<file path="src/rtl/segment_selector.sv">
// -----------------------------------------------------------------------------
// segment_selector
//
// Weighted segment chooser that feeds the segment-select side of the Sampler.
// The controller loads a small table of candidate segments (from, to, type,
// weight). When a selection is requested, an 8-bit LFSR supplies a
// pseudo-random number, which is scaled into the range [0, total_weight). The
// table is then scanned one entry per cycle, accumulating weights until the
// running sum exceeds the scaled number. The entry reached this way is handed
// to the Sampler. Each segment is therefore chosen with probability
// proportional to its weight.
//
// Handshake (out_valid / in_ready):
//   The result transfers on a posedge where out_valid=1 and in_ready=1.
//   Once out_valid is high, it stays high and every out_* field holds its
//   value until that transfer completes. out_valid never drops without a
//   transfer, except when reset is applied.
//
// Ports:
//   in_clock            system clock, all logic on posedge
//   in_reset            synchronous, active-low reset
//   in_seed             LFSR seed, captured while in_reset=0 (0 maps to 8'h01)
//   in_load_clear       empty the table (IDLE only, beats load/start)
//   in_load_valid       write one table entry (IDLE only)
//   in_load_from/to     signed segment bounds, from must be <= to
//   in_load_type        segment type (1=EXPDOWN, 2=EXPUP, 3=UNIFORM)
//   in_load_weight      unsigned weight, 0 = never chosen
//   out_load_ready      table accepts writes
//   in_start            request one selection (IDLE only)
//   out_busy            selection in progress or result pending
//   out_valid           chosen segment fields valid
//   in_ready            Sampler consumed result
//   out_from/out_to     chosen segment bounds
//   out_segment_type    chosen segment type
//   out_segment_weight  chosen segment weight
//   out_segment_index   chosen table index
//   out_error           one-cycle pulse on rejected load or zero-weight start
//   out_state           current FSM state (0=IDLE 1=DRAW 2=SCAN 3=PRESENT)
// -----------------------------------------------------------------------------
module segment_selector #(
    parameter int MAX_SEGMENTS = 4,
    parameter int DATA_WIDTH   = 8,
    parameter int WEIGHT_WIDTH = 8,
    parameter int SUM_WIDTH    = 11
) (
    input  logic                    in_clock,
    input  logic                    in_reset,
    input  logic [7:0]              in_seed,
    input  logic                    in_load_clear,
    input  logic                    in_load_valid,
    input  logic [DATA_WIDTH-1:0]   in_load_from,
    input  logic [DATA_WIDTH-1:0]   in_load_to,
    input  logic [1:0]              in_load_type,
    input  logic [WEIGHT_WIDTH-1:0] in_load_weight,
    output logic                    out_load_ready,
    input  logic                    in_start,
    output logic                    out_busy,
    output logic                    out_valid,
    input  logic                    in_ready,
    output logic [DATA_WIDTH-1:0]   out_from,
    output logic [DATA_WIDTH-1:0]   out_to,
    output logic [1:0]              out_segment_type,
    output logic [WEIGHT_WIDTH-1:0] out_segment_weight,
    output logic [2:0]              out_segment_index,
    output logic                    out_error,
    output logic [1:0]              out_state
);

    // Count register must hold 0..MAX_SEGMENTS. Table index needs 0..MAX-1.
    localparam int CW = $clog2(MAX_SEGMENTS + 1);
    localparam int IW = $clog2(MAX_SEGMENTS);
    localparam logic [CW-1:0] MAX_CNT = CW'(MAX_SEGMENTS);

    typedef enum logic [1:0] {
        S_IDLE    = 2'd0,
        S_DRAW    = 2'd1,
        S_SCAN    = 2'd2,
        S_PRESENT = 2'd3
    } state_t;

    state_t state;
    state_t state_next;

    // Segment table
    logic [DATA_WIDTH-1:0]   tbl_from   [MAX_SEGMENTS];
    logic [DATA_WIDTH-1:0]   tbl_to     [MAX_SEGMENTS];
    logic [1:0]              tbl_type   [MAX_SEGMENTS];
    logic [WEIGHT_WIDTH-1:0] tbl_weight [MAX_SEGMENTS];

    logic [CW-1:0]        count;
    logic [SUM_WIDTH-1:0] total;

    // Random source and scan datapath
    logic [7:0]           lfsr;
    logic                 lfsr_fb;
    logic [7:0]           lfsr_next;
    logic [SUM_WIDTH+7:0] draw_prod;
    logic [SUM_WIDTH-1:0] draw_r;
    logic [SUM_WIDTH-1:0] r_q;
    logic [CW-1:0]        idx;
    logic [IW-1:0]        idx_sel;
    logic                 idx_valid;
    logic [SUM_WIDTH-1:0] cum;
    logic [SUM_WIDTH-1:0] cum_next;
    logic [WEIGHT_WIDTH-1:0] w_cur;
    logic                 hit;

    // IDLE-side decode
    logic load_ok_range;
    logic load_ready_int;
    logic start_go;
    logic start_zero;

    // ------------------------------------------------------------------
    // Combinational datapath helpers
    // ------------------------------------------------------------------
    // Fibonacci LFSR, taps 8,6,5,4 (maximal length, period 255).
    assign lfsr_fb   = lfsr[7] ^ lfsr[5] ^ lfsr[4] ^ lfsr[3];
    assign lfsr_next = {lfsr[6:0], lfsr_fb};

    // Scaling by total then dropping 8 bits maps the 8-bit draw into
    // [0, total). The product is kept at full width so nothing wraps.
    always_comb begin
        draw_prod = {{SUM_WIDTH{1'b0}}, lfsr_next} * {8'd0, total};
        draw_r    = draw_prod[SUM_WIDTH+7:8];
    end

    // idx can equal count (== MAX_SEGMENTS) when the scan is exhausted.
    // idx_sel may alias entry 0 then, but idx_valid masks it.
    assign idx_valid = (idx < count);
    assign idx_sel   = idx[IW-1:0];
    assign w_cur     = tbl_weight[idx_sel];
    assign cum_next  = cum + {{(SUM_WIDTH-WEIGHT_WIDTH){1'b0}}, w_cur};
    // A zero weight leaves cum unchanged. Its range is therefore empty.
    assign hit       = idx_valid && (w_cur != '0) && (r_q < cum_next);

    assign load_ok_range  = ($signed(in_load_from) <= $signed(in_load_to));
    assign load_ready_int = (state == S_IDLE) && (count < MAX_CNT);
    // A start request is honoured only if no clear or load is present
    // in the same cycle.
    assign start_go   = in_start && !in_load_clear && !in_load_valid && (total != '0);
    assign start_zero = in_start && !in_load_clear && !in_load_valid && (total == '0);

    // ------------------------------------------------------------------
    // FSM: state register
    // ------------------------------------------------------------------
    always_ff @(posedge in_clock) begin
        if (!in_reset) begin
            state <= S_IDLE;
        end else begin
            state <= state_next;
        end
    end

    // ------------------------------------------------------------------
    // FSM: next-state logic
    // ------------------------------------------------------------------
    always_comb begin
        state_next = state;
        case (state)
            S_IDLE: begin
                if (start_go) begin
                    state_next = S_DRAW;
                end
            end
            S_DRAW: begin
                state_next = S_SCAN;
            end
            S_SCAN: begin
                // Running off the end cannot happen while r < total.
                // Falling back to IDLE keeps the FSM from hanging anyway.
                if (!idx_valid) begin
                    state_next = S_IDLE;
                end else if (hit) begin
                    state_next = S_PRESENT;
                end
            end
            S_PRESENT: begin
                if (out_valid && in_ready) begin
                    state_next = S_IDLE;
                end
            end
            default: state_next = S_IDLE;
        endcase
    end

    // ------------------------------------------------------------------
    // FSM: state-decoded outputs
    // ------------------------------------------------------------------
    always_comb begin
        out_busy       = (state != S_IDLE);
        out_load_ready = load_ready_int;
        out_state      = state;
    end

    // ------------------------------------------------------------------
    // Table, LFSR, scan registers and result registers
    // ------------------------------------------------------------------
    always_ff @(posedge in_clock) begin
        if (!in_reset) begin
            lfsr               <= (in_seed == 8'd0) ? 8'h01 : in_seed;
            count              <= '0;
            total              <= '0;
            r_q                <= '0;
            idx                <= '0;
            cum                <= '0;
            out_valid          <= 1'b0;
            out_error          <= 1'b0;
            out_from           <= '0;
            out_to             <= '0;
            out_segment_type   <= '0;
            out_segment_weight <= '0;
            out_segment_index  <= '0;
        end else begin
            out_error <= 1'b0;
            case (state)
                S_IDLE: begin
                    if (in_load_clear) begin
                        count <= '0;
                        total <= '0;
                    end else if (in_load_valid) begin
                        if (!load_ok_range) begin
                            out_error <= 1'b1;
                        end else if (load_ready_int) begin
                            tbl_from[count[IW-1:0]]   <= in_load_from;
                            tbl_to[count[IW-1:0]]     <= in_load_to;
                            tbl_type[count[IW-1:0]]   <= in_load_type;
                            tbl_weight[count[IW-1:0]] <= in_load_weight;
                            count <= count + CW'(1);
                            total <= total + {{(SUM_WIDTH-WEIGHT_WIDTH){1'b0}}, in_load_weight};
                        end
                        // A full table drops the entry without flagging it.
                    end else if (start_zero) begin
                        out_error <= 1'b1;
                    end
                end
                S_DRAW: begin
                    lfsr <= lfsr_next;
                    r_q  <= draw_r;
                    idx  <= '0;
                    cum  <= '0;
                end
                S_SCAN: begin
                    if (idx_valid) begin
                        cum <= cum_next;
                        if (hit) begin
                            out_from           <= tbl_from[idx_sel];
                            out_to             <= tbl_to[idx_sel];
                            out_segment_type   <= tbl_type[idx_sel];
                            out_segment_weight <= w_cur;
                            out_segment_index  <= 3'(idx_sel);
                        end else begin
                            idx <= idx + CW'(1);
                        end
                    end
                end
                S_PRESENT: begin
                    // The fields were latched on the hit edge. Valid is raised
                    // one edge later, so the fields are settled a full cycle
                    // before the Sampler can see them.
                    if (!out_valid) begin
                        out_valid <= 1'b1;
                    end else if (in_ready) begin
                        out_valid <= 1'b0;
                    end
                end
                default: ;
            endcase
        end
    end

endmodule

</file>
<file path="config.mk">
export PLATFORM = sky130hd
export DESIGN_NAME = segment_selector
export DESIGN_NICKNAME = d
export VERILOG_FILES = /design/src/rtl/segment_selector.sv
export SDC_FILE = /design/constraint.sdc
export NUM_CORES = 1
export LEC_CHECK = 0
export CAP_MARGIN = 10
export CELL_PAD_IN_SITES_DETAIL_PLACEMENT = 1
export CELL_PAD_IN_SITES_GLOBAL_PLACEMENT = 2
export CORE_UTILIZATION = 45
export CTS_BUF_LIST = sky130_fd_sc_hd__clkbuf_2 sky130_fd_sc_hd__clkbuf_4 sky130_fd_sc_hd__clkbuf_8
export DETAILED_ROUTE_END_ITERATION = 12
export PLACE_DENSITY = 0.87
export SETUP_SLACK_MARGIN = 0.3
export SYNTH_ARGS = -nofsm -noshare
export SYNTH_HDL_FRONTEND = slang
export SYNTH_SLANG_ARGS = --single-unit
</file>
<file path="constraint.sdc">
create_clock -name in_clock -period 10.7 [get_ports in_clock]
set_input_delay 1.605 -clock in_clock [delete_from_list [all_inputs] [get_ports in_clock]]
set_output_delay 1.605 -clock in_clock [all_outputs]
set_load 0.01 [all_outputs]
</file>
==> impl_metrics.py <==
metrics = {
    "global_route": {
        "grt_antenna_before_repair": 0,
        "grt_overflow": 0,
        "met1_usage": 0.322,
        "first_global_vias": 7969,
        "grt_pass1_wl_mm": 43.4,
        "grt_max_degree": 65,
        "grt_usage": 0.233,
        "globalRouteMet2Util": 0.386,
        "use_met3": 0.0314,
        "busiest_layer": "met2",
    },
    "setup_path": {
        "critPathBufInv": 2,
        "cp_max_fo": 30,
        "crit_path_end_kind": "flip-flop",
        "start_kind": "flip-flop",
        "crit_arrival_ns": 5.66,
        "slowest_delay_ns": 0.69,
        "r2r_slack_ns": 5.37,
        "cp_slowest_cell": "dfxtp_1",
        "crit_required_ns": 11.03,
        "crit_family": "compound AO/OA/AOI/OAI gates",
        "worst-path-stages": 18,
        "ff2ff_path_depth": 18,
        "r2r-end": "out_from[7]$_SDFFE_PN0P_",
        "path_cells": "mux4_2, ha_1, inv_1, fa_1, nor2b_1, o21a_1, a31o_2, o41a_1, nand3_1, xor2_1, ha_1, a21oi_1, o21ai_0, a211oi_1, o2111ai_4, buf_16, nand3_1, o21ai_0",
        "critPathKind": "reg -> reg",
    },
    "final_layout": {
        "fin_area_sq_um": 12400,
        "layout_common_cells": "112 x edfxtp_1, 97 x inv_1, 86 x nand2_1, 82 x and2_1, 77 x ha_1",
        "nets": 1209,
        "final_common_cell": "edfxtp_1",
        "fillCellCount": 2550,
        "diodes": 0,
        "drive_above_1_share": 0.0781,
        "area_delta_synth_final_pct": 13.7,
    },
    "clocking": {
        "clk_pin_slew_worst_paths_ns": 0.11,
        "cts_num_sinks": 185,
        "clockRootBuffer": "clkbuf_8",
        "numCtsBuffers": 17,
        "cts.repair.resized": 0,
        "cts_max_level": 4,
        "cts_buffer_depth": 2,
        "hold_buffers": 0,
        "clock_latency_ns": 0.49,
        "tritoncts": "yes",
        "cts_setup_buffers": 0,
    },
    "pwr": {
        "switching_share": 0.298,
        "intPower_w": 0.00102,
        "ir_worst_vdd_mv": 0.0899,
        "combinationalPowerShare": 0.111,
        "total_power_w": 0.00146,
        "p_switching_w": 0.000435,
        "p_seq_frac": 0.536,
        "p_leak_nw": 4.81,
        "power_frac_clock": 0.354,
        "power_density_nw_per_um2": 118,
    },
    "route": {
        "drtPass1Iterations": 4,
        "ant_nets": 0,
        "vias": 7423,
        "viasPerCell": 5.42,
        "drt_iter0_drc": 403,
        "wl_per_cell_um": 19.6,
        "remaining_drc_errors": 0,
        "drt-total-wl_mm": 26.8,
    },
    "synthesis": {
        "yosys_warnings": 0,
        "synthCells": 981,
        "syn_avg_cell_area_sq_um": 11.1,
        "synthArstFlopShare": 0,
        "synthesis.nets": 1153,
        "ys.flop_type": "edfxtp_1",
        "synth.cell_area_sq_um": 10900,
        "synth_edf_count": 112,
        "ys_ff_latch": 185,
        "yosysSeqAreaShare": 0.443,
        "ys_types": 57,
    },
    "sta": {
        "tightest_slew_ns": 0.787,
        "fmax_mhz": 188,
        "worst_slack_ns": 5.37,
        "timing.setup.tns_ns": 0,
        "period_share": 0.498,
        "fin_skew_ns": 0.0241,
        "final_period_minus_worst_setup_slack_ns": 5.33,
        "final-hold-violation-count": 0,
        "maxSlewHeadroom": 0.475,
        "setup_violations": 0,
        "grt_setup_unrepaired": "false",
        "slew_violations": 0,
    },
    "hold_path": {
        "worst_hold_path.endpoint": "r_q[3]$_SDFFE_PN0P_",
        "worstHoldPathType": "reg -> reg",
        "holdPathStages": 2,
        "hp-start": "r_q[3]$_SDFFE_PN0P_",
    },
    "run": {
        "maxCapViolCount": 0,
    },
    "place": {
        "place_hpwl_mm": 19.7,
        "dpl_cell_area_sq_um": 11900,
        "dp_slack_ns": 5.29,
        "io_buffers": 73,
        "gp_congestion": 0.819,
    },
    "outcome": {
        "status": "completed",
    },
    "die": {
        "die_y_um": 158,
        "io_pins": 75,
        "core-area_sq_um": 23600,
        "start_util": 0.461,
        "die_x_um": 158,
        "fp.dieArea_sq_um": 24800,
        "rows": 56,
    },
}
power groups by stage:
| stage | registers [W] | clock network (W) | logic, W |
|---|---|---|---|
| 2_1_floorplan | 0.000785 | 0 | 0.000110 |
| 3_3_place_gp | 0.000796 | 0 | 0.000157 |
| 3_5_place_dp | 0.000796 | 0 | 0.000162 |
| 4_1_cts | 0.000780 | 0.000528 | 0.000164 |
| 5_1_grt | 0.000782 | 0.000553 | 0.000184 |
| 6_report | 0.000780 | 0.000515 | 0.000161 |
state kept, by name, indices dropped and copies added, names as in the netlist, named ones only:
signal,cells
lfsr,8
out_valid,1
tbl_type,8
out_state,2
r_q,11
out_segment_weight,8
out_segment_type,2
count,3
cum,11
tbl_to,32
total,11
idx,3
tbl_from,32
out_from,8
tbl_weight,32
out_to,8
out_segment_index,2
out_error,1
synth_stat cells, types with 5 or more instances:
library cell / n / share of area
edfxtp_1: 112 / 0.31
inv_1: 97 / 0.033
mux4_2: 26 / 0.054
xnor2_1: 17 / 0.014
a22oi_1: 6 / 0.0041
nand2_1: 86 / 0.030
and2_1: 82 / 0.047
nand2b_1: 6 / 0.0034
mux2_2: 8 / 0.0083
and3_1: 7 / 0.0040
o211ai_1: 5 / 0.0034
fa_1: 55 / 0.10
nor2_1: 17 / 0.0059
clkbuf_1: 35 / 0.012
or3_1: 9 / 0.0052
nand3_1: 48 / 0.022
xor2_1: 10 / 0.0080
o21ai_0: 66 / 0.030
o21bai_1: 5 / 0.0034
nand4_1: 6 / 0.0034
nor3_1: 10 / 0.0046
nor2b_1: 14 / 0.0080
dfxtp_1: 73 / 0.13
ha_1: 77 / 0.089
a21oi_1: 38 / 0.017
nor4_1: 5 / 0.0029
cell type report:
cell class                      instances  area (sq um)  area share
Clock buffer                           17           234      0.0189
Clock inverter                         15           213      0.0172
Sequential cell                       185          4820       0.390
Inverter                               97           364      0.0294
Multi-Input combinational cell        654          5530       0.447
Tap cell                              319           399      0.0322
Timing Repair Buffer                   82           816      0.0659
metrics by stage:
stage | hold WS (ns) | util | std cells
floorplan | 0.432 | - | 981
global placement | 0.455 | 0.504 | 1336
detailed placement | 0.455 | 0.504 | 1336
CTS | 0.480 | 0.523 | 1368
global route | 0.505 | 0.524 | 1369
finish | 0.476 | 0.524 | 1369
how the worst max path moves through the flow:
| stage | start | slack [ns] | to |
|---|---|---|---|
| 2_1_floorplan | lfsr[5]$_DFFE_PP_ | 6.17 | r_q[9]$_SDFFE_PN0P_ |
| 3_3_place_gp | flip-flop | 5.52 | out_segment_weight[5]$_SDFFE_PN0P_ |
| 3_5_place_dp | flip-flop | 5.29 | out_from[2]$_SDFFE_PN0P_ |
| 4_1_cts | flip-flop | 5.21 | out_from[7]$_SDFFE_PN0P_ |
| 5_1_grt | flip-flop | 4.89 | out_from[7]$_SDFFE_PN0P_ |
| 6_report | flip-flop | 5.37 | out_from[7]$_SDFFE_PN0P_ |
routing by layer:
metal,routed length (um),vias up,share of wire
li1,-,3542,-
met1,12500,3731,0.47
met2,12900,125,0.48
met3,992,25,0.037
met4,423,0,0.016
met5,0,-,0
logic make-up after synthesis:
| kind of cell | share of synthesized area |
|---|---|
| buffers and inverters | 0.0506 |
| other | 0.000345 |
| multiplexers | 0.0621 |
| flip-flops | 0.443 |
| AND/OR/NAND/NOR | 0.147 |
| adder cells (fa/ha/maj) | 0.190 |
| AO/OA/AOI/OAI | 0.0856 |
| XOR/XNOR | 0.0217 |
worst register-to-register path: cells and delay by family, from the launching register on:
family                   cells  cell delay [ns]
AO/OA/AOI/OAI                8             2.19
XOR/XNOR                     1             0.18
adder cells (fa/ha/maj)      3             0.71
buffers and inverters        2             0.42
flip-flops                   1             0.69
multiplexers                 1             0.65
AND/OR/NAND/NOR              3             0.35
(Power assumes the default switching activity.)
==> edit 1: new RTL, same flow settings <==
Put one more register stage on the output `out_segment_weight`, cleared by the reset. The value now appears one clock later. The other outputs are not delayed to match.
--- a/src/rtl/segment_selector.sv
+++ b/src/rtl/segment_selector.sv
@@ -79,4 +79,6 @@
     } state_t;
 
+    logic [WEIGHT_WIDTH-1:0] out_segment_weight_s0;
+
     state_t state;
     state_t state_next;
@@ -210,5 +212,5 @@
             out_to             <= '0;
             out_segment_type   <= '0;
-            out_segment_weight <= '0;
+            out_segment_weight_s0 <= '0;
             out_segment_index  <= '0;
         end else begin
@@ -248,5 +250,5 @@
                             out_to             <= tbl_to[idx_sel];
                             out_segment_type   <= tbl_type[idx_sel];
-                            out_segment_weight <= w_cur;
+                            out_segment_weight_s0 <= w_cur;
                             out_segment_index  <= 3'(idx_sel);
                         end else begin
@@ -270,4 +272,12 @@
     end
 
+    always_ff @(posedge in_clock) begin
+        if (!in_reset) begin
+            out_segment_weight <= '0;
+        end else begin
+            out_segment_weight <= out_segment_weight_s0;
+        end
+    end
+
 endmodule
 
Function: changed (a bounded check fails within 10 cycles, from zero or initial values and one cycle with in_reset low).
==> edit 1 against the original RTL <==
Wire length rose by 8.0%. Setup slack gained 0.22 ns. Combinational power grew 25%. Sequential cell count grew 8. Area after synthesis rose by 4.2%. Maximum frequency is 4.3% higher. Power grew 2.5%. Cell count rose by 3.7%. Final area is 3.0% higher. Critical endpoint is now r_q[8].
==> edit 1: results (changes against the original RTL) <==
| Metric | Value |
|---|---|
| Metal2 WL | 13300 um (+2.8%) |
| Largest net degree at the start of global routing | 82 (+26%) |
| DR pass1 iterations | 4 (unchanged) |
| Initial antenna violation count | 0 (unchanged) |
| Int Pwr | 1060 uW (+3.9%) |
| Slowest cell on crit path | xnor2_1 |
| Fraction of layout cells with a size suffix above 1 | 0.0803 (+0.00220) |
| Seq/Total Area, Yosys | 0.440 (-0.00368) |
| Worst-path fanout max | 13 (-57%) |
| Post-CTS Resized | 0 (unchanged) |
| Reg clk slew, reported paths | roughly 0.12 ns |
| Hold Crit Class | register to register |
| WP data arrival | 5.48 ns (-0.18 ns) |
| Net Count, Synth | 1198 (+3.9%) |
| Share of flip-flops with an asynchronous set or reset | 0 (unchanged) |
| Status | finished, final reports clean |
| Met3 Wirelength | 1210 um (+22%) |
| Distinct cells, synth | 64 (+12%) |
| Post-synth EDFFs | 112 (unchanged) |
| Crit-path leading delay family | adder cells |
| Worst-margin pin slew | 1.13 ns (+0.343 ns) |
| Crit-path max cell delay | 0.77 ns (+0.08 ns) |
| Post-synth top cells | edfxtp_1, inv_1, nand2_1, and2_1, dfxtp_1 |
| Clk buf depth | 2 (unchanged) |
| WL met1 | 14100 um (+13%) |
| Main area contributors after synthesis | edfxtp_1, dfxtp_1, fa_1 |
| Final Wtd Congestion | 0.818 (-0.13%) |
| Clock root cell | clkbuf_8 |
| Vias in the first global route | 8393 (+5.3%) |
| Ys Warns | 0 (unchanged) |
| VDD IR max | 0.0794 mV (-12%) |
| Fillers | 2684 (+5.3%) |
| Clock Skew | 0.0277 ns (+0.00365 ns) |
| WL final | 29000 um (+8.0%) |
| Net count reported at finish | 1255 (+3.8%) |
| Placed instance area | 12300 sq um (+3.6%) |
| First-pass GRT wire length | 46900 um (+8.1%) |
| CP startpoint kind | register |
| Skew-Pair Late Insertion Delay | between 0.4 and 0.5 ns |
| Post-DR vias/cell | 5.59 (+3.1%) |
| # Post-CTS Setup Buffers | 0 (unchanged) |
| Total track usage | 0.235 (+0.00202) |
| Leakage | 0.00506 uW (+5.1%) |
| Final HPWL DP | 21800 um (+11%) |
| Final core occ | 0.519 (-0.00468) |
| Detailed Route Iter0 Violations | 479 (+19%) |
| Uppermost routed layer | met4 |
| H-tree Lvls | 4 (unchanged) |
| # diodes | 0 (unchanged) |
| Number of CTS-inserted buffers | 17 (unchanged) |
-- edit 1: cell count changes in the layout (fill, tap and decap cells not counted), sizes merged, moves of 5 or more --
cell    delta
nor2      +21
xnor2      -9
a211oi    +10
inv        -8
o21a       +6
o31ai      +5
a21boi     -6
dfxtp      +8
o21ai     -11
nor2b     -11
nand4      +5
a31oi      +7
-- edit 1: final cells by class --
cell class              count  share of cell area
clock buffers              18              0.0194
clock inverters            14              0.0127
inverters                  92              0.0271
multi-input cells         696               0.455
flip-flops and latches    193               0.391
well taps                 324              0.0318
repair buffers             83              0.0628
-- edit 1: path summary, 6_finish.rpt --
kind	from	to	slack, ns	depth (start not counted)
max	lfsr[4]	r_q[8]	5.59	14
min	out_segment_type[0]	out_segment_type[0]	0.47	2
max reg2reg	lfsr[4]	r_q[8]	5.59	14
min reg2reg	out_segment_type[0]	out_segment_type[0]	0.47	2
-- edit 1: logic make-up after synthesis --
group                    share of synthesized area
AND/OR/NAND/NOR                              0.152
flip-flops                                   0.440
AO/OA/AOI/OAI                                0.101
buffers and inverters                       0.0500
adder cells (fa/ha/maj)                      0.182
multiplexers                                0.0632
XOR/XNOR                                    0.0124
other                                     0.000331
-- edit 1: per-stage QoR --
| stage | cells | hold slack, ns | setup WS, ns |
|---|---|---|---|
| after floorplan | 1026 | 0.427 | 6.22 |
| after global placement | 1388 | 0.438 | 5.69 |
| after detailed placement | 1388 | 0.441 | 5.49 |
| final | 1420 | 0.466 | 5.59 |
| after CTS | 1420 | 0.469 | 5.49 |
| after global routing | 1420 | 0.488 | 5.18 |
-- edit 1: tightest hold or removal path: cells and delay by family, from the launching register on --
family,cells,cell delay [ns]
flip-flops,1,0.33
AO/OA/AOI/OAI,1,0.05
AND/OR/NAND/NOR,1,0.06
-- edit 1: routing by layer --
metal  vias to the layer above  global-route usage
li1                       3759                   -
met1                      4001               0.341
met2                       152               0.370
met3                        26              0.0421
met4                         0              0.0489
met5                         -                   0
-- edit 1: power groups by stage --
stage	sequential, uW	clock (uW)	combinational, uW
final	813	479	201
after CTS	813	494	203
after detailed placement	830	0	202
after global routing	815	522	225
after floorplan	817	0	140
after global placement	829	0	196
==> edit 2: new RTL, same settings <==
Without the edit above. `MAX_SEGMENTS`: 4 -> 2.
--- a/src/rtl/segment_selector.sv
+++ b/src/rtl/segment_selector.sv
@@ -39,5 +39,5 @@
 // -----------------------------------------------------------------------------
 module segment_selector #(
-    parameter int MAX_SEGMENTS = 4,
+    parameter int MAX_SEGMENTS = 2,
     parameter int DATA_WIDTH   = 8,
     parameter int WEIGHT_WIDTH = 8,
Behaviour: not the same (Yosys sat finds a counterexample within 4 cycles, from zero or initial values and one cycle with in_reset low).
==> edit 2 against the original RTL <==
Area after synthesis decreased by 21%. Cell count decreased by 15%. Hold slack improved by 0.0036 ns. Power decreased by 24%. Clock skew decreased by 0.0089 ns. Die area decreased by 20%. Final area decreased by 20%. Clock power decreased by 22%. Setup slack improved by 0.098 ns. First-iteration DRC count decreased by 32%. Global-route usage increased by 0.43 points. Wire length decreased by 16%. Sequential cell count decreased by 56. Critical endpoint is now r_q[9]. Largest cell class unchanged. Highest routed layer unchanged.
==> edit 2: results (changes against the original RTL) <==
| Metric | Value |
|---|---|
| Status | finished, final reports clean |
| Reg-to-reg setup timing slack | 5.47 ns (+0.10 ns) |
| RR Endpoint | r_q[9] |
| WHS Endpoint | r_q[1] |
| Leakage | 0.00407 uW (-15%) |
| Worst-path fanout max | 13 (-57%) |
| VDD IR max | 0.0690 mV (-23%) |
| Post-synth EDFFs | 60 (-46%) |
| Skew-Pair Late Insertion Delay | 0.45 ns (-0.04 ns) |
| Clock Skew | 0.0152 ns (-0.00893 ns) |
| First-pass GRT wire length | 36000 um (-17%) |
| Slew margin rel. | 0.329 (-0.146) |
| Vias in the first global route | 6793 (-15%) |
| Area leader, netlist | edfxtp_1 |
| Crit-path max cell delay | 0.76 ns (+0.07 ns) |
| Vias | 6446 (-13%) |
| WP data arrival | 5.56 ns (-0.10 ns) |
| Detailed Route Iter0 Violations | 273 (-32%) |
| Fraction of layout cells with a size suffix above 1 | 0.0775 (-0.000593) |
| Total track usage | 0.238 (+0.00433) |
| Seq/Total Area, Yosys | 0.368 (-0.0753) |
| Primary FF master, synth | dfxtp_1 |
| Post-synth top cells | inv_1, ha_1, dfxtp_1, nand2_1, and2_1 |
| Reg2Reg Depth | 15 (-3) |
| Largest net degree at the start of global routing | 57 (-12%) |
| Final HPWL DP | 16900 um (-14%) |
| Reg clk slew, reported paths | 0.09 ns (-0.02 ns) |
| Distinct cells, synth | 63 (+11%) |
| Worst hold start | r_q[1] |
| Clk buf depth | 2 (unchanged) |
| Routed len/inst | 19.4 um (-0.88%) |
| Net count reported at finish | 1082 (-11%) |
| Main area contributors after synthesis | edfxtp_1, dfxtp_1, fa_1 |
| Final Wtd Congestion | 0.855 (+4.4%) |
| Ys Warns | 0 (unchanged) |
| # port buffers | 72 (-1.4%) |
| Share of flip-flops with an asynchronous set or reset | 0 (unchanged) |
==> edit 2: worst max path at each step <==
stage                  startpoint             end  slack (ns)  depth (start not counted)
floorplan           in_load_to[4]  tbl_from[0][0]        5.10                          8
CTS                       lfsr[4]          r_q[9]        5.48                         15
finish                    lfsr[3]          r_q[9]        5.47                         15
global route              lfsr[3]          r_q[9]        5.08                         17
global placement          lfsr[4]          r_q[7]        5.73                         17
detailed placement        lfsr[4]          r_q[9]        5.49                         15
==> edit 2: where the power goes <==
group          leakage [uW]  total, uW  internal (uW)  switching (uW)
clock network      0.000183        402            171             231
logic               0.00278        167           70.8            96.4
registers           0.00110        544            526            18.4
==> edit 2: logic make-up (layout without fill, tap and decap cells) <==
logic type      Yosys count  in the layout  share of synthesized area
compound gates          149            149                      0.116
other cells               1              2                   0.000433
xor+xnor                 21             21                     0.0213
simple gates            259            259                      0.151
buf+inv                 135            200                     0.0610
mux                      43             43                     0.0519
flops                   129            129                      0.368
fa+ha+maj               126            126                      0.230
==> edit 2: final cells by class <==
class | count | area, sq um
Tap cell | 234 | 293
Inverter | 90 | 338
Clock inverter | 15 | 143
Timing Repair Buffer | 78 | 766
Multi-Input combinational cell | 600 | 4960
Sequential cell | 129 | 3180
Fill cell | 2065 | 8850
Clock buffer | 17 | 234
==> edit 2: critical path, delay by kind of cell (launching register included) <==
kind                       cells  cell delay, ns
xor gates and xnor gates       3            1.18
DFF                            1            0.59
AOI/OAI and AO/OA              6            1.24
and+or+nand+nor                1            0.17
adders and majority gates      4            1.89
buffers and inverters          1            0.05
==> edit 2: layer usage <==
| layer | global-route usage | vias up | part of all wire |
|---|---|---|---|
| li1 | - | 3068 | - |
| met1 | 0.306 | 3255 | 0.46 |
| met2 | 0.417 | 103 | 0.51 |
| met3 | 0.0346 | 20 | 0.026 |
| met4 | 0.0624 | 0 | 0.012 |
| met5 | 0 | - | 0 |
==> edit 2: metrics by stage <==
stage | util | worst slack, ns | area, sq um | hold WS [ns] | cells
final | 0.528 | 5.47 | 9910 | 0.479 | 1163
after global routing | 0.528 | 5.08 | 9910 | 0.495 | 1163
after CTS | 0.528 | 5.48 | 9910 | 0.483 | 1163
after detailed placement | 0.508 | 5.49 | 9540 | 0.466 | 1131
after global placement | 0.508 | 5.73 | 9540 | 0.454 | 1131
after floorplan | - | 5.10 | 8650 | 0.432 | 864
